--- config.mk ---
export PLATFORM = sky130hd
export DESIGN_NAME = down_counter_load_flat
export DESIGN_NICKNAME = d
export VERILOG_FILES = /design/src/rtl/counters_pkg.sv /design/src/rtl/down_counter_load_if.sv /design/src/rtl/down_counter_core.sv /design/src/rtl/down_counter_load.sv /design/src/flat_wrapper.sv
export SDC_FILE = /design/constraint.sdc
export NUM_CORES = 1
export LEC_CHECK = 0
export ABC_CLOCK_PERIOD_IN_PS = 2320
export CORE_MARGIN = 3
export CORE_UTILIZATION = 30
export DETAILED_ROUTE_END_ITERATION = 16
export DONT_BUFFER_PORTS = 1
export PLACE_DENSITY_LB_ADDON = 0.25
export SETUP_SLACK_MARGIN = 0.2
export SLEW_MARGIN = 5
export SYNTH_ARGS = -nofsm -noshare
export SYNTH_HDL_FRONTEND = slang
export SYNTH_HIERARCHICAL = 1
export SYNTH_SLANG_ARGS = --single-unit
--- constraint.sdc ---
create_clock -name clk -period 2.32 [get_ports clk]
set_input_delay 0.58 -clock clk [delete_from_list [all_inputs] [get_ports clk]]
set_output_delay 0.58 -clock clk [all_outputs]
set_load 0.03 [all_outputs]
--- src/rtl/counters_pkg.sv ---
// Shared definitions for the counters library.
// Holds the FSM state encodings used by the down counter and the default
// counter width. The encoding 2'b11 is unused; the FSM steers it to idle.
package counters_pkg;

  localparam int DEFAULT_WIDTH = 4;

  localparam logic [1:0] ST_IDLE = 2'b00;
  localparam logic [1:0] ST_RUN  = 2'b01;
  localparam logic [1:0] ST_DONE = 2'b10;

  // A new count may only be launched from a resting state.
  function automatic logic start_allowed(input logic [1:0] st);
    return (st == ST_IDLE) || (st == ST_DONE);
  endfunction

endpackage

--- src/rtl/down_counter_load_if.sv ---
// Control/status bundle of the loadable down counter.
//   master drives : load, load_val, start, stop, periodic
//   slave  drives : q (current count), tc (terminal-count pulse),
//                   busy (counting), done (one-shot expired)
interface down_counter_load_if
  import counters_pkg::*;
#(
  parameter int WIDTH = DEFAULT_WIDTH
) ();

  logic             load;
  logic [WIDTH-1:0] load_val;
  logic             start;
  logic             stop;
  logic             periodic;
  logic [WIDTH-1:0] q;
  logic             tc;
  logic             busy;
  logic             done;

  modport master (
    output load, load_val, start, stop, periodic,
    input  q, tc, busy, done
  );

  modport slave (
    input  load, load_val, start, stop, periodic,
    output q, tc, busy, done
  );

endinterface

--- src/rtl/down_counter_core.sv ---
// WIDTH-bit count register with parallel load and decrement enable.
// Ports: clk, rst (async active-low), i_load/i_load_val (capture value),
//        i_dec (decrement one step), o_q (count), o_zero (count is zero).
// A decrement request at zero is ignored, so the register never wraps
// from 0 to all-ones; only a load brings it back up.
module down_counter_core
  import counters_pkg::*;
#(
  parameter int WIDTH = DEFAULT_WIDTH
) (
  input  logic             clk,
  input  logic             rst,
  input  logic             i_load,
  input  logic [WIDTH-1:0] i_load_val,
  input  logic             i_dec,
  output logic [WIDTH-1:0] o_q,
  output logic             o_zero
);

  localparam logic [WIDTH-1:0] ONE = {{(WIDTH-1){1'b0}}, 1'b1};

  logic [WIDTH-1:0] r_q;

  // Count register: load has priority over decrement.
  always_ff @(posedge clk or negedge rst) begin
    if (!rst) begin
      r_q <= '0;
    end else if (i_load) begin
      r_q <= i_load_val;
    end else if (i_dec && (r_q != '0)) begin
      r_q <= r_q - ONE;
    end
  end

  assign o_q    = r_q;
  assign o_zero = (r_q == '0);

endmodule

--- src/rtl/down_counter_load.sv ---
// Loadable down counter / timer with one-shot and periodic modes.
// Ports: clk, rst (async active-low), bus (down_counter_load_if.slave):
//   load/load_val capture a new reload value and count, start launches a
//   count from the reload value, stop aborts to idle, periodic selects the
//   mode at start; q, tc, busy and done report status.
// Per-edge priority: load > stop > start > count.
module down_counter_load
  import counters_pkg::*;
#(
  parameter int WIDTH = DEFAULT_WIDTH
) (
  input  logic                 clk,
  input  logic                 rst,
  down_counter_load_if.slave   bus
);

  logic [1:0]       r_state;
  logic [WIDTH-1:0] r_reload;
  logic             r_mode;   // 1 = periodic, 0 = one-shot
  logic             r_tc;

  logic             w_core_load;
  logic [WIDTH-1:0] w_core_val;
  logic             w_core_dec;
  logic [WIDTH-1:0] w_q;
  logic             w_zero;

  // Steering of the count register for this edge.
  always_comb begin
    w_core_load = 1'b0;
    w_core_val  = r_reload;
    w_core_dec  = 1'b0;
    if (bus.load) begin
      w_core_load = 1'b1;
      w_core_val  = bus.load_val;
    end else if (bus.stop && (r_state == ST_RUN)) begin
      w_core_load = 1'b0;          // abort: q holds
    end else if (bus.start && start_allowed(r_state)) begin
      w_core_load = 1'b1;          // relaunch from reload value
    end else if (r_state == ST_RUN) begin
      if (!w_zero) begin
        w_core_dec = 1'b1;
      end else if (r_mode) begin
        w_core_load = 1'b1;        // periodic expiry reloads
      end else begin
        w_core_load = 1'b0;        // one-shot expiry: q stays 0
      end
    end else begin
      w_core_load = 1'b0;
    end
  end

  down_counter_core #(.WIDTH(WIDTH)) u_core (
    .clk        (clk),
    .rst        (rst),
    .i_load     (w_core_load),
    .i_load_val (w_core_val),
    .i_dec      (w_core_dec),
    .o_q        (w_q),
    .o_zero     (w_zero)
  );

  // Control FSM, reload register, mode bit and terminal-count pulse.
  always_ff @(posedge clk or negedge rst) begin
    if (!rst) begin
      r_state  <= ST_IDLE;
      r_reload <= '0;
      r_mode   <= 1'b0;
      r_tc     <= 1'b0;
    end else begin
      r_tc <= 1'b0;                // tc lasts one cycle only
      if (bus.load) begin
        r_reload <= bus.load_val;
      end
      case (r_state)
        ST_IDLE, ST_DONE: begin
          if (!bus.load && bus.start) begin
            r_mode  <= bus.periodic;
            r_state <= ST_RUN;
          end
        end
        ST_RUN: begin
          if (!bus.load) begin
            if (bus.stop) begin
              r_state <= ST_IDLE;
            end else if (w_zero) begin
              r_tc <= 1'b1;
              if (!r_mode) begin
                r_state <= ST_DONE;
              end
            end
          end
        end
        default: r_state <= ST_IDLE;
      endcase
    end
  end

  assign bus.q    = w_q;
  assign bus.tc   = r_tc;
  assign bus.busy = (r_state == ST_RUN);
  assign bus.done = (r_state == ST_DONE);

endmodule
--- src/flat_wrapper.sv ---
// flat-port wrapper written by rule: the top's interface ports become plain ports
module down_counter_load_flat import counters_pkg::*;
#(
  parameter int WIDTH = DEFAULT_WIDTH
)
  (clk, rst, bus_load, bus_load_val, bus_start, bus_stop, bus_periodic, bus_q, bus_tc, bus_busy, bus_done);
  down_counter_load_if #(.WIDTH(WIDTH)) bus_i ();
  input  logic clk;
  input  logic rst;
  input wire logic [$bits(bus_i.load)-1:0] bus_load;
  input wire logic [$bits(bus_i.load_val)-1:0] bus_load_val;
  input wire logic [$bits(bus_i.start)-1:0] bus_start;
  input wire logic [$bits(bus_i.stop)-1:0] bus_stop;
  input wire logic [$bits(bus_i.periodic)-1:0] bus_periodic;
  output wire logic [$bits(bus_i.q)-1:0] bus_q;
  output wire logic [$bits(bus_i.tc)-1:0] bus_tc;
  output wire logic [$bits(bus_i.busy)-1:0] bus_busy;
  output wire logic [$bits(bus_i.done)-1:0] bus_done;
  assign bus_i.load = bus_load;
  assign bus_i.load_val = bus_load_val;
  assign bus_i.start = bus_start;
  assign bus_i.stop = bus_stop;
  assign bus_i.periodic = bus_periodic;
  assign bus_q = bus_i.q;
  assign bus_tc = bus_i.tc;
  assign bus_busy = bus_i.busy;
  assign bus_done = bus_i.done;
  down_counter_load #(.WIDTH(WIDTH)) u_core (.clk(clk), .rst(rst), .bus(bus_i));
endmodule
# ---- Yosys cells after proc, flatten, opt, wreduce, memory -nomap -nowiden
# Cells that the tools add are included.
dict set report totals {
  memories 0
  in_bits 10
  ram_bits 0
  elab_cells 49
  latchBits 0
  reg_bits 12
  romBits 0
}
dict set report classes {
  order_cmp 0
  eq_ne 6
  reduce_logical 13
  n_addsub 1
  shift 0
  mul 0
  n_mux 24
  n_div 0
  bitwise 0
}
# cell n
set ops {}
lappend ops {{1-bit 2-to-1 mux} 15}
lappend ops {{4-bit 2-to-1 mux} 3}
lappend ops {{2-bit 2-to-1 mux} 5}
lappend ops {{1-bit logical AND} 4}
lappend ops {{4-bit zero test} 1}
lappend ops {{2-bit one-hot mux with 2 select lines} 1}
lappend ops {{4-bit AND reduction} 1}
lappend ops {{4-bit nonzero test} 1}
lappend ops {{4-bit by 1-bit subtractor with 4-bit output, second input constant} 1}
lappend ops {{3-bit by 2-bit != test with 1-bit output, second input constant} 1}
lappend ops {{3-bit != test, second input constant} 1}
lappend ops {{2-bit by 1-bit == test with 1-bit output, second input constant} 1}
lappend ops {{2-bit == test, second input constant} 1}
lappend ops {{2-bit zero test} 1}
lappend ops {{2-bit by 1-bit != test with 1-bit output, second input constant} 1}
lappend ops {{2-bit != test, second input constant} 1}
lappend ops {{2-bit AND reduction} 1}
lappend ops {{2-bit nonzero test} 1}
lappend ops {{2-bit OR reduction} 1}
lappend ops {{1-bit zero test} 1}
lappend ops {{1-bit logical OR} 1}

# ---- Depth between registers and ports, before layout
# Gate-level depths: netlist of run 1.
dict set report depth {
  ltp_word 9
  mapped_depth 8
}

# ---- Hierarchy
# The synthesis of run 1 kept the hierarchy.
# mod instances area_per_inst_um2 cells_per_inst seq_area_each_um2
set modules_own_cells {}
lappend modules_own_cells {down_counter_load 1 380.4 30 200.2}
lappend modules_own_cells {down_counter_core 1 270.3 27 100.1}

# ---- Worst setup path after synthesis of run 1
# OpenSTA, ideal clock, no wires.
dict set report synth_timing {
  path_type {register to register}
  startpoint {register u_core.u_core.r_q[0], in the netlist u_core/u_core/o_q[0]}
  endpoint {register u_core.u_core.r_q[1], in the netlist u_core/u_core/o_q[1]}
  path_slack_ns 0.127
  stages_incl_launch_ff 8
  t_arrival_ns 2.113
  setup_ns 0.080
  cell_sequence {dfrtp_1 > inv_1 > ha_1 > nor3b_2 > nor4_1 > inv_1 > or4_1 > o211ai_2}
}
dict set report synth_via {
  elab_chain_cells 8
  word_cells_on_any_way 17
}
# element line_no
set synth_rtl {}
lappend synth_rtl {{from (decl)} down_counter_core.sv:22} ;# logic [WIDTH-1:0] r_q;
lappend synth_rtl {{from (signal assigned)} down_counter_core.sv:29} ;# r_q <= i_load_val;
lappend synth_rtl {{from (signal assigned)} down_counter_core.sv:31} ;# r_q <= r_q - ONE;
lappend synth_rtl {{4-bit zero test} down_counter_core.sv:36} ;# assign o_zero = (r_q == '0);
lappend synth_rtl {{via u_core.w_zero} down_counter_load.sv:26} ;# logic w_zero;
lappend synth_rtl {{1-bit 2-to-1 mux} down_counter_load.sv:41} ;# if (!w_zero) begin
lappend synth_rtl {{1-bit 2-to-1 mux} down_counter_load.sv:40} ;# end else if (r_state == ST_RUN) begin
lappend synth_rtl {{1-bit 2-to-1 mux} down_counter_load.sv:38} ;# end else if (bus.start && start_allowed(r_state)) begin
lappend synth_rtl {{1-bit 2-to-1 mux} down_counter_load.sv:36} ;# end else if (bus.stop && (r_state == ST_RUN)) begin
lappend synth_rtl {{1-bit 2-to-1 mux} down_counter_load.sv:33} ;# if (bus.load) begin
lappend synth_rtl {{via u_core.w_core_dec} down_counter_load.sv:24} ;# logic w_core_dec;
lappend synth_rtl {{1-bit logical AND} down_counter_core.sv:30} ;# end else if (i_dec && (r_q != '0)) begin
lappend synth_rtl {{2-bit nonzero test (no source line)} n/a}
# The timed path passes the listed nets, and every way through them passes these cells. The select of a mux whose other input is x is not followed.
# A chain may end at the register's enable or synchronous reset.

# ---- Final worst setup path of run 1
dict set report layout_timing {
  startpoint {register u_core.u_core.r_q[0], in the netlist u_core/u_core/o_q[0]}
  endpoint {register u_core.u_core.r_q[3], in the netlist u_core/u_core/o_q[3]}
}
dict set report layout_via {
  word_cells_on_any_way 17
}
# element line_no
set layout_rtl {}
lappend layout_rtl {{4-bit zero test *} down_counter_core.sv:36}
lappend layout_rtl {{via u_core.w_zero} down_counter_load.sv:26}
lappend layout_rtl {{1-bit 2-to-1 mux *} down_counter_load.sv:41}
lappend layout_rtl {{1-bit 2-to-1 mux *} down_counter_load.sv:40}
lappend layout_rtl {{1-bit 2-to-1 mux *} down_counter_load.sv:38}
lappend layout_rtl {{1-bit 2-to-1 mux *} down_counter_load.sv:36}
lappend layout_rtl {{1-bit 2-to-1 mux *} down_counter_load.sv:33}
lappend layout_rtl {{via u_core.w_core_load} down_counter_load.sv:22} ;# logic w_core_load;
lappend layout_rtl {{4-bit 2-to-1 mux or 2-bit nonzero test (tied branches)} n/a}
# Mark *: on every way through the listed nets, which the timed path passes. The rest lies on a longest branch. The select of a mux whose other input is x is not followed.

==> run_summary.xml, run 1 <==
<?xml version="1.0" encoding="UTF-8"?>
<metrics>
  <group name="outcome">
    <metric name="status" unit="">complete, no violations</metric>
  </group>
  <group name="route">
    <metric name="drc" unit="">0</metric>
    <metric name="vias" unit="">463</metric>
    <metric name="drt_pre_antenna_iters" unit="">2</metric>
    <metric name="drt_iter0_markers" unit="">2</metric>
    <metric name="drt-wirelength-per-cell" unit="microns">14.18</metric>
    <metric name="met1Wirelength" unit="microns">596</metric>
    <metric name="routed_wirelength" unit="microns">1305</metric>
    <metric name="routed.top_layer" unit="">met3</metric>
    <metric name="ant_nets" unit="">0</metric>
    <metric name="wl_met3" unit="microns">144</metric>
    <metric name="detailroute.wirelength.met2" unit="microns">563</metric>
    <metric name="detail_route.vias_per_cell" unit="">5.033</metric>
  </group>
  <group name="floorplan">
    <metric name="rows" unit="">16</metric>
    <metric name="fp.dieW" unit="microns">52.57</metric>
    <metric name="floorplan.die_area" unit="sq um">2764</metric>
    <metric name="die_height" unit="microns">52.57</metric>
    <metric name="top_level_ports" unit="">17</metric>
    <metric name="core_area" unit="sq um">2002</metric>
    <metric name="initial_utilization" unit="">0.3250</metric>
  </group>
  <group name="synth">
    <metric name="synth.distinct_cells" unit="">32</metric>
    <metric name="synth_compound_gate_area_share" unit="">0.1308</metric>
    <metric name="mappedNetlistNets" unit="">68</metric>
    <metric name="top_area_cell_type_share_of_the_netlist_area" unit="">0.4615</metric>
    <metric name="ys_warn_count" unit="">6</metric>
    <metric name="syn_inst" unit="">57</metric>
    <metric name="async_set_or_reset_flop_fraction_in_the_synthesized_netlist" unit="">1.000</metric>
    <metric name="edff_count_synth" unit="">0</metric>
    <metric name="post-synth-top-count-cell" unit="">sky130_fd_sc_hd__dfrtp_1</metric>
    <metric name="synth_area_leaders" unit="">sky130_fd_sc_hd__dfrtp_1 46%, sky130_fd_sc_hd__mux2_2 6.9%, sky130_fd_sc_hd__buf_6 3.5%, sky130_fd_sc_hd__nor3b_4 2.9%, sky130_fd_sc_hd__a21oi_1 2.3%</metric>
    <metric name="synth_top_family_by_area" unit="">simple AND/OR/NAND/NOR gates</metric>
    <metric name="synth.cells.most_frequent" unit="">12 x sky130_fd_sc_hd__dfrtp_1, 4 x sky130_fd_sc_hd__inv_1, 4 x sky130_fd_sc_hd__mux2_2, 3 x sky130_fd_sc_hd__a21oi_1, 3 x sky130_fd_sc_hd__nand2_1</metric>
    <metric name="synth_mux_area_frac" unit="">0.08654</metric>
    <metric name="synth_top_cell_by_area" unit="">sky130_fd_sc_hd__dfrtp_1</metric>
    <metric name="leading_register_cell_type_out_of_synthesis" unit="">sky130_fd_sc_hd__dfrtp_1</metric>
    <metric name="seq_area_frac_synth" unit="">0.4615</metric>
    <metric name="synth_xor_xnor_area_share" unit="">0</metric>
    <metric name="synth.avg_cell_area" unit="sq um">11.41</metric>
    <metric name="synth.cell_area" unit="sq um">650.6</metric>
    <metric name="synth_simple_gate_area_frac" unit="">0.2385</metric>
    <metric name="synthAdderAreaFrac" unit="">0.01923</metric>
    <metric name="yosys_register_bits" unit="">12</metric>
  </group>
  <group name="global_routing">
    <metric name="grt_use_total" unit="">0.1024</metric>
    <metric name="grt_start_max_net_pins" unit="">13</metric>
    <metric name="grt_pass1_vias" unit="">463</metric>
    <metric name="grt_first_pass_wirelength" unit="microns">2070</metric>
    <metric name="grt.overflow.total" unit="">0</metric>
    <metric name="antenna_violations_before_repair" unit="">0</metric>
  </group>
  <group name="cells_and_area">
    <metric name="flow.area_growth_from_synthesis" unit="%">16.54</metric>
    <metric name="multi_input_comb_area" unit="sq um">330.3</metric>
    <metric name="number_of_filler_cells_placed_in_the_layout" unit="">211</metric>
    <metric name="sequential_cell_area" unit="sq um">301.5</metric>
    <metric name="antenna-diode-count" unit="">0</metric>
    <metric name="drive_above_1_share" unit="">0.3231</metric>
    <metric name="layout.nets" unit="">77</metric>
    <metric name="final_cell_area" unit="sq um">758.2</metric>
  </group>
  <group name="place">
    <metric name="count_of_input_and_output_buffers" unit="">0</metric>
    <metric name="post-dp-hpwl" unit="microns">950.4</metric>
    <metric name="detailed_place.area" unit="sq um">706.9</metric>
    <metric name="finalWeightedCongestion" unit="">0.7936</metric>
    <metric name="preCtsSetupSlack" unit="ns">0.3517</metric>
  </group>
  <group name="setup_path">
    <metric name="slowest_delay" unit="ns">0.40</metric>
    <metric name="critical-path-slowest-cell" unit="">sky130_fd_sc_hd__dfrtp_2</metric>
    <metric name="worstReg2RegStart" unit="">u_core/u_core/o_q[0]</metric>
    <metric name="endpoint" unit="">u_core/u_core/o_q[3]</metric>
    <metric name="worst-r2r-cell-count" unit="">8</metric>
    <metric name="worst_ep_arrival_time" unit="ns">2.12</metric>
    <metric name="cp-start-kind" unit="">register</metric>
    <metric name="cp-end-kind" unit="">register</metric>
    <metric name="crit_path_start" unit="">u_core/u_core/o_q[0]</metric>
    <metric name="regToRegEndpoint" unit="">u_core/u_core/o_q[3]</metric>
    <metric name="worst-endpoint-required" unit="ns">2.49</metric>
    <metric name="critical_path.cell_chain" unit="">inv_1 -&gt; ha_1 -&gt; nor3b_4 -&gt; nand3_1 -&gt; o21ai_1 -&gt; buf_4 -&gt; nor3_1 -&gt; a221o_1</metric>
    <metric name="critPathMaxFanout" unit="">10</metric>
    <metric name="path_class" unit="">reg2reg</metric>
    <metric name="r2r_slack" unit="ns">0.36</metric>
  </group>
  <group name="timing">
    <metric name="final_max_slew_viol_count" unit="">0</metric>
    <metric name="worst_slew_pin_tran" unit="ns">0.6472</metric>
    <metric name="clock_skew" unit="ns">0.006869</metric>
    <metric name="timing_hold_violations_final" unit="">0</metric>
    <metric name="report.final.setup_viol" unit="">0</metric>
    <metric name="timing.final.ws_setup" unit="ns">0.3644</metric>
    <metric name="setup-tns-final" unit="ns">0</metric>
    <metric name="period_needed" unit="ns">1.956</metric>
    <metric name="slew_headroom" unit="">0.5676</metric>
    <metric name="fmax" unit="GHz">0.5114</metric>
    <metric name="unrepaired_setup_endpoints_after_global_routing" unit="">false</metric>
    <metric name="layout_worst_path_cycle_share" unit="">0.8429</metric>
  </group>
  <group name="cts">
    <metric name="clock_tree.root_cell" unit="">sky130_fd_sc_hd__clkbuf_4</metric>
    <metric name="cts_tree" unit="">built</metric>
    <metric name="insertion_delay" unit="ns">0.28</metric>
    <metric name="cts.clk_slew.worst_paths" unit="ns">0.08</metric>
    <metric name="cts_buffers" unit="">3</metric>
    <metric name="cts_buffer_depth" unit="">2</metric>
    <metric name="clock_sinks" unit="">12</metric>
    <metric name="cts.htree.levels" unit="">1</metric>
    <metric name="postCtsSetupRepairBufs" unit="">0</metric>
  </group>
  <group name="worst_hold_path">
    <metric name="min_path_cells" unit="">1</metric>
    <metric name="min_path_type" unit="">in2reg</metric>
  </group>
  <group name="run">
    <metric name="drv.max_cap_violation_count" unit="">0</metric>
  </group>
  <group name="power_and_ir_drop">
    <metric name="final_power" unit="uW">649.7</metric>
    <metric name="vdd_drop_max" unit="uV">439.6</metric>
    <metric name="power.density" unit="nW/um^2">856.9</metric>
    <metric name="static-leakage-power" unit="uW">0.0003134</metric>
  </group>
</metrics>
==> power breakdown <==
part / switching, uW / total, uW / leakage [uW] / internal (uW)
clock: 72.2 / 139 / 0.0000150 / 66.7
combinational: 132 / 221 / 0.000154 / 89.1
sequential: 42.6 / 290 / 0.000145 / 247
total: 247 / 650 / 0.000313 / 403
==> critical path, delay by kind of cell (launching register included) <==
kind	cells	cell delay, ns
adders and majority gates	1	0.22
buffers and inverters	2	0.25
DFF	1	0.40
AOI/OAI and AO/OA	2	0.48
and+or+nand+nor	3	0.49
==> cells by family (layout without fill, tap and decap cells) <==
logic type,after synthesis,count (layout)
DFF,12,12
muxes,5,5
and+or+nand+nor,20,20
AOI/OAI and AO/OA,12,12
buffers and inverters,7,15
adders and majority gates,1,1
==> through the flow <==
step           std cells  hold WS [ns]    util
2_1_floorplan         57        0.2844       -
3_3_place_gp          87        0.2848  0.3531
3_5_place_dp          87        0.2848  0.3531
4_1_cts               92        0.3881  0.3713
5_1_grt               92        0.3794  0.3788
6_report              92        0.3976  0.3788
==> area by class of cell <==
cell class / count / area share
inverter: 5 / 0.02475
multi-input combinational: 38 / 0.4356
tap: 27 / 0.04455
timing repair buffer: 6 / 0.06271
clock buffer: 4 / 0.03465
sequential: 12 / 0.3977
==> per-layer routing <==
metal  GRT usage  vias up
met5           0        -
met2      0.1467       17
met3     0.05983        0
li1            -      223
met4     0.02553        0
met1      0.1303      223
==> sequential cells by signal, summed over array words and instances (netlist names) <==
register	count
u_core/r_reload	4
u_core/u_core/o_q	4
u_core/r_state	2
u_core/bus.tc	1
u_core/r_mode	1
==> placed cells by master, fill, tap and decap left out, types with 2 or more instances in the layout <==
cell	Yosys	final
sky130_fd_sc_hd__nor3_1	2	2
sky130_fd_sc_hd__o21ai_0	2	2
sky130_fd_sc_hd__inv_1	4	4
sky130_fd_sc_hd__dfrtp_1	12	11
sky130_fd_sc_hd__mux2_2	4	4
sky130_fd_sc_hd__clkbuf_4	0	3
sky130_fd_sc_hd__nor2b_1	2	2
sky130_fd_sc_hd__nand2_1	3	3
sky130_fd_sc_hd__a21oi_1	3	3
sky130_fd_sc_hd__buf_4	0	5
sky130_fd_sc_hd__nor3b_4	1	2
==> worst min path at each step <==
stage,startpoint,to,slack [ns]
floorplan,rst,u_core/bus.tc,0.28
CTS,bus_stop,u_core/r_state[0],0.39
global placement,rst,u_core/r_mode,0.28
global route,bus_stop,u_core/r_state[0],0.38
detailed placement,rst,u_core/r_mode,0.28
finish,bus_stop,u_core/r_state[0],0.40
==> what timing repair did <==
| item | CTS | global route |
|---|---|---|
| resized for setup | 0 | 2 |
| hold buffers | 1 | 0 |
| setup endpoints to repair | 0 | 2 |
| hold endpoints to repair | 12 | 0 |
No activity file was read; power rests on OpenSTA's default activity.
==> run 2, diff against run 1 <==
--- a/config.mk
+++ b/config.mk
@@ -5,7 +5,7 @@
 export SDC_FILE = /design/constraint.sdc
 export NUM_CORES = 1
 export LEC_CHECK = 0
-export ABC_CLOCK_PERIOD_IN_PS = 2320
+export ABC_CLOCK_PERIOD_IN_PS = 2000
 export CORE_MARGIN = 3
 export CORE_UTILIZATION = 30
 export DETAILED_ROUTE_END_ITERATION = 16
==> constraint.sdc (replaced) <==
create_clock -name clk -period 2 [get_ports clk]
set_input_delay 0.5 -clock clk [delete_from_list [all_inputs] [get_ports clk]]
set_output_delay 0.5 -clock clk [all_outputs]
set_load 0.03 [all_outputs]
==> run 2 against run 1 <==
Net effect: clock power up 38%; critical path depth down 1; critical endpoint unchanged; clock skew down 0.00080 ns; sequential share of layout area down 5.3 points; hold slack worse by 0.066 ns; first-iteration DRC count rose to 4.0 times the previous value; final cell count up 9.8%; highest routed layer is now met4; combinational power up 57%; wire length up 6.3%; total power up 33%.
==> run_summary.xml, run 2 (same netlist as run 1, synthesis figures left out) <==
<?xml version="1.0" encoding="UTF-8"?>
<metrics>
  <group name="route">
    <metric name="drt-wirelength-per-cell" unit="microns">13.73</metric>
    <metric name="drt_pre_antenna_iters" unit="">4</metric>
    <metric name="detail_route.vias_per_cell" unit="">4.931</metric>
    <metric name="routed_wirelength" unit="microns">1387</metric>
    <metric name="drc" unit="">0</metric>
    <metric name="drt_iter0_markers" unit="">8</metric>
    <metric name="vias" unit="">498</metric>
    <metric name="ant_nets" unit="">0</metric>
  </group>
  <group name="timing">
    <metric name="hold_slack" unit="ns">0.3311</metric>
    <metric name="worst_slew_pin_tran" unit="ns">0.5588</metric>
    <metric name="layout_worst_path_cycle_share" unit="">0.9238</metric>
    <metric name="unrepaired_setup_endpoints_after_global_routing" unit="">true</metric>
    <metric name="timing_hold_violations_final" unit="">0</metric>
    <metric name="period_needed" unit="ns">1.848</metric>
    <metric name="report.final.setup_viol" unit="">0</metric>
    <metric name="setup-tns-final" unit="ns">0</metric>
    <metric name="fmax" unit="GHz">0.5412</metric>
    <metric name="slew_headroom" unit="">0.6262</metric>
    <metric name="clock_skew" unit="ns">0.006072</metric>
    <metric name="final_max_slew_viol_count" unit="">0</metric>
  </group>
  <group name="power_and_ir_drop">
    <metric name="power.sequential.fraction" unit="">0.379</metric>
    <metric name="static-leakage-power" unit="uW">0.0003696</metric>
    <metric name="power.share.combinational" unit="">0.399</metric>
    <metric name="final_power" unit="uW">866.5</metric>
    <metric name="power.internal" unit="uW">551.1</metric>
    <metric name="vdd_drop_max" unit="uV">458.6</metric>
    <metric name="sw_frac_of_total" unit="">0.3639</metric>
    <metric name="clock_power_share" unit="">0.222</metric>
    <metric name="power.density" unit="nW/um^2">986.5</metric>
    <metric name="switching_power_summed_over_all_nets" unit="uW">315.3</metric>
  </group>
  <group name="cells_and_area">
    <metric name="flow.area_growth_from_synthesis" unit="%">35.00</metric>
    <metric name="most_frequent_cells_in_the_layout" unit="">12 x sky130_fd_sc_hd__buf_4, 10 x sky130_fd_sc_hd__dfrtp_1, 4 x sky130_fd_sc_hd__inv_2, 4 x sky130_fd_sc_hd__mux2_2</metric>
    <metric name="drive_above_1_share" unit="">0.5270</metric>
    <metric name="antenna-diode-count" unit="">0</metric>
    <metric name="layout.nets" unit="">86</metric>
    <metric name="number_of_filler_cells_placed_in_the_layout" unit="">207</metric>
    <metric name="finalNonFillerCells" unit="">101</metric>
    <metric name="final_common_cell" unit="">sky130_fd_sc_hd__buf_4</metric>
    <metric name="final_cell_area" unit="sq um">878.3</metric>
  </group>
  <group name="setup_path">
    <metric name="cp-start-kind" unit="">register</metric>
    <metric name="crit_family" unit="">simple AND/OR/NAND/NOR gates</metric>
    <metric name="worst-endpoint-required" unit="ns">2.16</metric>
    <metric name="slowest_delay" unit="ns">0.40</metric>
    <metric name="path_class" unit="">reg2reg</metric>
    <metric name="critical_path.cell_chain" unit="">inv_2 -&gt; ha_4 -&gt; nor3b_4 -&gt; nor4_4 -&gt; nor4b_4 -&gt; nor3b_1 -&gt; a221o_1</metric>
    <metric name="critPathMaxFanout" unit="">3</metric>
    <metric name="cp-end-kind" unit="">register</metric>
    <metric name="worst_ep_arrival_time" unit="ns">2.01</metric>
    <metric name="crit_buf_inv" unit="">1</metric>
    <metric name="critical-path-slowest-cell" unit="">sky130_fd_sc_hd__nor4_4</metric>
  </group>
  <group name="floorplan">
    <metric name="core_area" unit="sq um">2002</metric>
    <metric name="die_height" unit="microns">52.57</metric>
    <metric name="rows" unit="">16</metric>
    <metric name="floorplan.die_area" unit="sq um">2764</metric>
    <metric name="top_level_ports" unit="">17</metric>
    <metric name="fp.dieW" unit="microns">52.57</metric>
    <metric name="initial_utilization" unit="">0.3250</metric>
  </group>
  <group name="cts">
    <metric name="clock_tree.root_cell" unit="">sky130_fd_sc_hd__clkbuf_4</metric>
    <metric name="cts.clk_slew.worst_paths" unit="ns">0.08</metric>
    <metric name="cts_buffer_depth" unit="">2</metric>
    <metric name="clock_sinks" unit="">12</metric>
    <metric name="cts.htree.levels" unit="">1</metric>
    <metric name="cts_tree" unit="">built</metric>
    <metric name="cts_buffers" unit="">3</metric>
    <metric name="insertion_delay" unit="ns">0.27</metric>
  </group>
  <group name="global_routing">
    <metric name="grt_use_total" unit="">0.1164</metric>
    <metric name="grt_start_max_net_pins" unit="">13</metric>
    <metric name="antenna_violations_before_repair" unit="">0</metric>
    <metric name="grt_pass1_vias" unit="">499</metric>
    <metric name="grt.overflow.total" unit="">0</metric>
    <metric name="grt_first_pass_wirelength" unit="microns">2249</metric>
  </group>
  <group name="place">
    <metric name="detailed_place.area" unit="sq um">742.0</metric>
    <metric name="post-dp-hpwl" unit="microns">969.8</metric>
    <metric name="placed_cells" unit="">89</metric>
    <metric name="count_of_input_and_output_buffers" unit="">0</metric>
    <metric name="finalWeightedCongestion" unit="">0.7359</metric>
  </group>
  <group name="run">
    <metric name="drv.max_cap_violation_count" unit="">0</metric>
  </group>
  <group name="outcome">
    <metric name="status" unit="">complete, no violations</metric>
  </group>
  <group name="worst_hold_path">
    <metric name="min_path_type" unit="">in2reg</metric>
  </group>
</metrics>
==> run 2: layer usage <==
layer  share of wire  GRT usage  vias up  wire, microns
met5               0          0        -              0
met4          0.0043    0.03830        0              6
met3           0.092    0.07123        2            127
met1            0.40     0.1241      244            561
li1                -          -      240              -
met2            0.50     0.1880       12            692
==> run 2: worst register-to-register path, stage by stage (launching register included) <==
cell and delay [ns]:
sky130_fd_sc_hd__dfrtp_2 0.37, sky130_fd_sc_hd__inv_2 0.05, sky130_fd_sc_hd__ha_4 0.15, sky130_fd_sc_hd__nor3b_4 0.16, sky130_fd_sc_hd__nor4_4 0.40, sky130_fd_sc_hd__nor4b_4 0.28, sky130_fd_sc_hd__nor3b_1 0.08, sky130_fd_sc_hd__a221o_1 0.26
==> run 2: stage by stage <==
| step | util | setup WS (ns) |
|---|---|---|
| detailed placement | 0.3706 | 0.04028 |
| global route | 0.4388 | 0.06203 |
| finish | 0.4388 | 0.1524 |
| floorplan | - | 0.005654 |
| global placement | 0.3706 | 0.06172 |
| CTS | 0.4188 | 0.2067 |
==> run 2: worst paths after layout <==
kind,end,cells past startpoint,slack [ns],startpoint
worst max register to register,u_core/u_core/o_q[3],7,0.15,u_core/u_core/o_q[0]
max in group asynchronous,u_core/u_core/o_q[0],1,0.95,rst
worst max-delay path,u_core/u_core/o_q[3],7,0.15,u_core/u_core/o_q[0]
worst min-delay path,u_core/r_state[0],1,0.33,bus_stop
worst min register to register,u_core/r_reload[2],1,0.50,u_core/r_reload[2]
min in group asynchronous,u_core/u_core/o_q[3],1,0.65,rst
==> run 2: layout make-up <==
type,count,area [sq um],area share
Inverter,5,18.77,0.02137
Multi-Input combinational cell,38,364.1,0.4145
Sequential cell,12,302.8,0.3447
Tap cell,27,33.78,0.03846
Timing Repair Buffer,15,122.6,0.1396
Clock buffer,4,36.28,0.04131
==> run 2: power by group through the flow <==
stage / logic (uW) / clock network [uW] / registers [uW]
after CTS: 318 / 199 / 327
after global placement: 274 / 0 / 330
after detailed placement: 278 / 0 / 331
after global routing: 373 / 215 / 334
final: 346 / 192 / 328
after floorplan: 169 / 0 / 375
==> run 2: repair_timing <==
| action | CTS | global route |
|---|---|---|
| endpoints found under the setup margin | 3 | 4 |
| hold buffers | 1 | 0 |
| pin swaps | 4 | 3 |
| resized for setup | 3 | 6 |
| hold endpoints to repair | 12 | 0 |
| setup buffers | 5 | 2 |
==> run 3, diff against run 2 <==
--- a/config.mk
+++ b/config.mk
@@ -11,6 +11,7 @@
 export DETAILED_ROUTE_END_ITERATION = 16
 export DONT_BUFFER_PORTS = 1
 export PLACE_DENSITY_LB_ADDON = 0.25
+export REMOVE_ABC_BUFFERS = 1
 export SETUP_SLACK_MARGIN = 0.2
 export SLEW_MARGIN = 5
 export SYNTH_ARGS = -nofsm -noshare
==> run 3 against run 2 <==
Net effect: clock skew shrank 0.0038 ns; critical path depth grew 1; sequential share of layout area up 1.6 points; global-route usage shrank 1.3 points; utilization fell by 2.3 points; setup slack improved by 0.029 ns; via count fell by 1.8%; sequential power down 2%; flip-flop and latch count is the same; final area decreased by 5.3%; non-clock buffer count increased by 1; first-iteration DRC count grew 13%; highest routed layer is now met3.
==> run_summary.xml, run 3 (same netlist as run 1, synthesis figures left out) <==
<?xml version="1.0" encoding="UTF-8"?>
<metrics>
  <group name="worst_hold_path">
    <metric name="hold_start" unit="">bus_stop</metric>
    <metric name="hold_path_end" unit="">u_core/r_state[0]</metric>
    <metric name="min_path_cells" unit="">1</metric>
    <metric name="min_path_type" unit="">in2reg</metric>
  </group>
  <group name="timing">
    <metric name="layout_worst_path_cycle_share" unit="">0.9094</metric>
    <metric name="timing_hold_violations_final" unit="">0</metric>
    <metric name="timing.final.ws_setup" unit="ns">0.1811</metric>
    <metric name="final_max_slew_viol_count" unit="">0</metric>
    <metric name="slew_headroom" unit="">0.6402</metric>
    <metric name="unrepaired_setup_endpoints_after_global_routing" unit="">true</metric>
    <metric name="worst_slew_pin_tran" unit="ns">0.5380</metric>
    <metric name="fmax" unit="GHz">0.5498</metric>
    <metric name="clock_skew" unit="ns">0.002232</metric>
    <metric name="report.final.setup_viol" unit="">0</metric>
    <metric name="period_needed" unit="ns">1.819</metric>
  </group>
  <group name="floorplan">
    <metric name="floorplan.die_area" unit="sq um">2764</metric>
    <metric name="rows" unit="">16</metric>
    <metric name="initial_utilization" unit="">0.3250</metric>
    <metric name="fp.dieW" unit="microns">52.57</metric>
    <metric name="top_level_ports" unit="">17</metric>
    <metric name="die_height" unit="microns">52.57</metric>
    <metric name="core_area" unit="sq um">2002</metric>
  </group>
  <group name="route">
    <metric name="vias" unit="">489</metric>
    <metric name="drt_pre_antenna_iters" unit="">4</metric>
    <metric name="drc" unit="">0</metric>
    <metric name="ant_nets" unit="">0</metric>
    <metric name="routed_wirelength" unit="microns">1370</metric>
    <metric name="detail_route.vias_per_cell" unit="">4.842</metric>
    <metric name="drt-wirelength-per-cell" unit="microns">13.56</metric>
    <metric name="drt_iter0_markers" unit="">9</metric>
  </group>
  <group name="cells_and_area">
    <metric name="antenna-diode-count" unit="">0</metric>
    <metric name="post-route-util" unit="">0.4156</metric>
    <metric name="flow.area_growth_from_synthesis" unit="%">27.88</metric>
    <metric name="number_of_filler_cells_placed_in_the_layout" unit="">192</metric>
    <metric name="final_common_cell" unit="">sky130_fd_sc_hd__buf_4</metric>
    <metric name="finalNonFillerCells" unit="">101</metric>
    <metric name="most_frequent_cells_in_the_layout" unit="">14 x sky130_fd_sc_hd__buf_4, 12 x sky130_fd_sc_hd__dfrtp_1, 4 x sky130_fd_sc_hd__mux2_2</metric>
    <metric name="drive_above_1_share" unit="">0.4459</metric>
    <metric name="layout.nets" unit="">87</metric>
  </group>
  <group name="place">
    <metric name="finalWeightedCongestion" unit="">0.7018</metric>
    <metric name="preCtsSetupSlack" unit="ns">0.09152</metric>
    <metric name="placed_cells" unit="">90</metric>
    <metric name="count_of_input_and_output_buffers" unit="">0</metric>
    <metric name="post-dp-hpwl" unit="microns">971</metric>
  </group>
  <group name="power_and_ir_drop">
    <metric name="static-leakage-power" unit="uW">0.0003658</metric>
    <metric name="vdd_drop_max" unit="uV">544.6</metric>
    <metric name="power.density" unit="nW/um^2">939.2</metric>
  </group>
  <group name="global_routing">
    <metric name="grt_pass1_vias" unit="">455</metric>
    <metric name="antenna_violations_before_repair" unit="">0</metric>
    <metric name="grt_first_pass_wirelength" unit="microns">2049</metric>
    <metric name="grt.overflow.total" unit="">0</metric>
    <metric name="grt_start_max_net_pins" unit="">13</metric>
    <metric name="grt_use_total" unit="">0.1038</metric>
  </group>
  <group name="cts">
    <metric name="cts.clk_slew.worst_paths" unit="ns">0.07</metric>
    <metric name="cts_buffer_depth" unit="">2</metric>
    <metric name="clock_sinks" unit="">12</metric>
    <metric name="cts.htree.levels" unit="">1</metric>
    <metric name="clock_tree.root_cell" unit="">sky130_fd_sc_hd__clkbuf_4</metric>
    <metric name="cts_tree" unit="">built</metric>
    <metric name="cts_buffers" unit="">3</metric>
    <metric name="insertion_delay" unit="ns">0.27</metric>
  </group>
  <group name="setup_path">
    <metric name="slowest_delay" unit="ns">0.34</metric>
    <metric name="regToRegEndpoint" unit="">u_core/u_core/o_q[3]</metric>
    <metric name="worstReg2RegStart" unit="">u_core/u_core/o_q[1]</metric>
    <metric name="critical_path.cell_chain" unit="">inv_1 -&gt; ha_2 -&gt; nor3b_4 -&gt; nor4_2 -&gt; buf_4 -&gt; nor4b_4 -&gt; nor3b_1 -&gt; a221o_1</metric>
    <metric name="critPathMaxFanout" unit="">4</metric>
    <metric name="cp-end-kind" unit="">register</metric>
    <metric name="path_class" unit="">reg2reg</metric>
    <metric name="worst-r2r-cell-count" unit="">8</metric>
    <metric name="crit_path_start" unit="">u_core/u_core/o_q[1]</metric>
    <metric name="worst_ep_arrival_time" unit="ns">1.97</metric>
    <metric name="r2r_slack" unit="ns">0.18</metric>
    <metric name="worst-endpoint-required" unit="ns">2.15</metric>
    <metric name="critical-path-slowest-cell" unit="">sky130_fd_sc_hd__dfrtp_1</metric>
    <metric name="cp-start-kind" unit="">register</metric>
  </group>
  <group name="run">
    <metric name="drv.max_cap_violation_count" unit="">0</metric>
  </group>
  <group name="outcome">
    <metric name="status" unit="">complete, no violations</metric>
  </group>
</metrics>
==> run 3: report_power, final <==
group / leakage [uW] / internal (uW) / switching (uW)
Clock: 0.0000138 / 69.6 / 72.1
Sequential: 0.000146 / 287 / 35.8
Combinational: 0.000206 / 139 / 178
==> run 3: cell type report <==
class                           count  area [sq um]  share of cell area
Sequential cell                    12         300.3              0.3609
Inverter                            5         18.77             0.02256
Multi-Input combinational cell     38         336.6              0.4045
Tap cell                           27         33.78             0.04060
Timing Repair Buffer               16         120.1              0.1444
Clock buffer                        3         22.52             0.02707
==> run 3: worst max-delay path, delay by kind of cell (launching register included) <==
family,cells,cell delay [ns]
AOI/OAI and AO/OA,1,0.26
DFF,1,0.34
buffers and inverters,2,0.22
adders and majority gates,1,0.17
and+or+nand+nor,4,0.72
==> run 3: through the flow <==
step | hold WS [ns] | cell area (sq um) | setup TNS (ns) | total power, uW
finish | 0.3216 | 832.0 | 0 | 781.5
global route | 0.3066 | 832.0 | 0 | 833.9
CTS | 0.3130 | 805.8 | 0 | 774.4
detailed placement | 0.2047 | 721.9 | 0 | 586.4
global placement | 0.2047 | 721.9 | 0 | 584.2
floorplan | 0.2044 | 628.1 | -0.4841 | 510.0
==> run 3: metal layers <==
metal,GRT usage,vias to the layer above,part of all wire
li1,-,241,-
met1,0.1221,233,0.42
met2,0.1653,15,0.48
met3,0.06268,0,0.10
met4,0.01277,0,0
met5,0,-,0
==> run 3: how the worst max path moves through the flow <==
| stage | to | slack [ns] | cells after the start |
|---|---|---|---|
| 2_1_floorplan | u_core/u_core/o_q[1] | -0.19 | 7 |
| 3_3_place_gp | u_core/u_core/o_q[1] | 0.1 | 8 |
| 3_5_place_dp | u_core/u_core/o_q[1] | 0.09 | 8 |
| 4_1_cts | u_core/u_core/o_q[3] | 0.16 | 8 |
| 5_1_grt | u_core/u_core/o_q[3] | 0.09 | 8 |
| 6_report | u_core/u_core/o_q[3] | 0.18 | 8 |
==> run 3: what timing repair did <==
action,CTS,global route
endpoints found under the hold margin,12,0
setup buffers,4,3
pin swaps,4,2
endpoints found under the setup margin,3,4
gates resized for setup,5,2
hold buffers,1,0
cloned,0,0
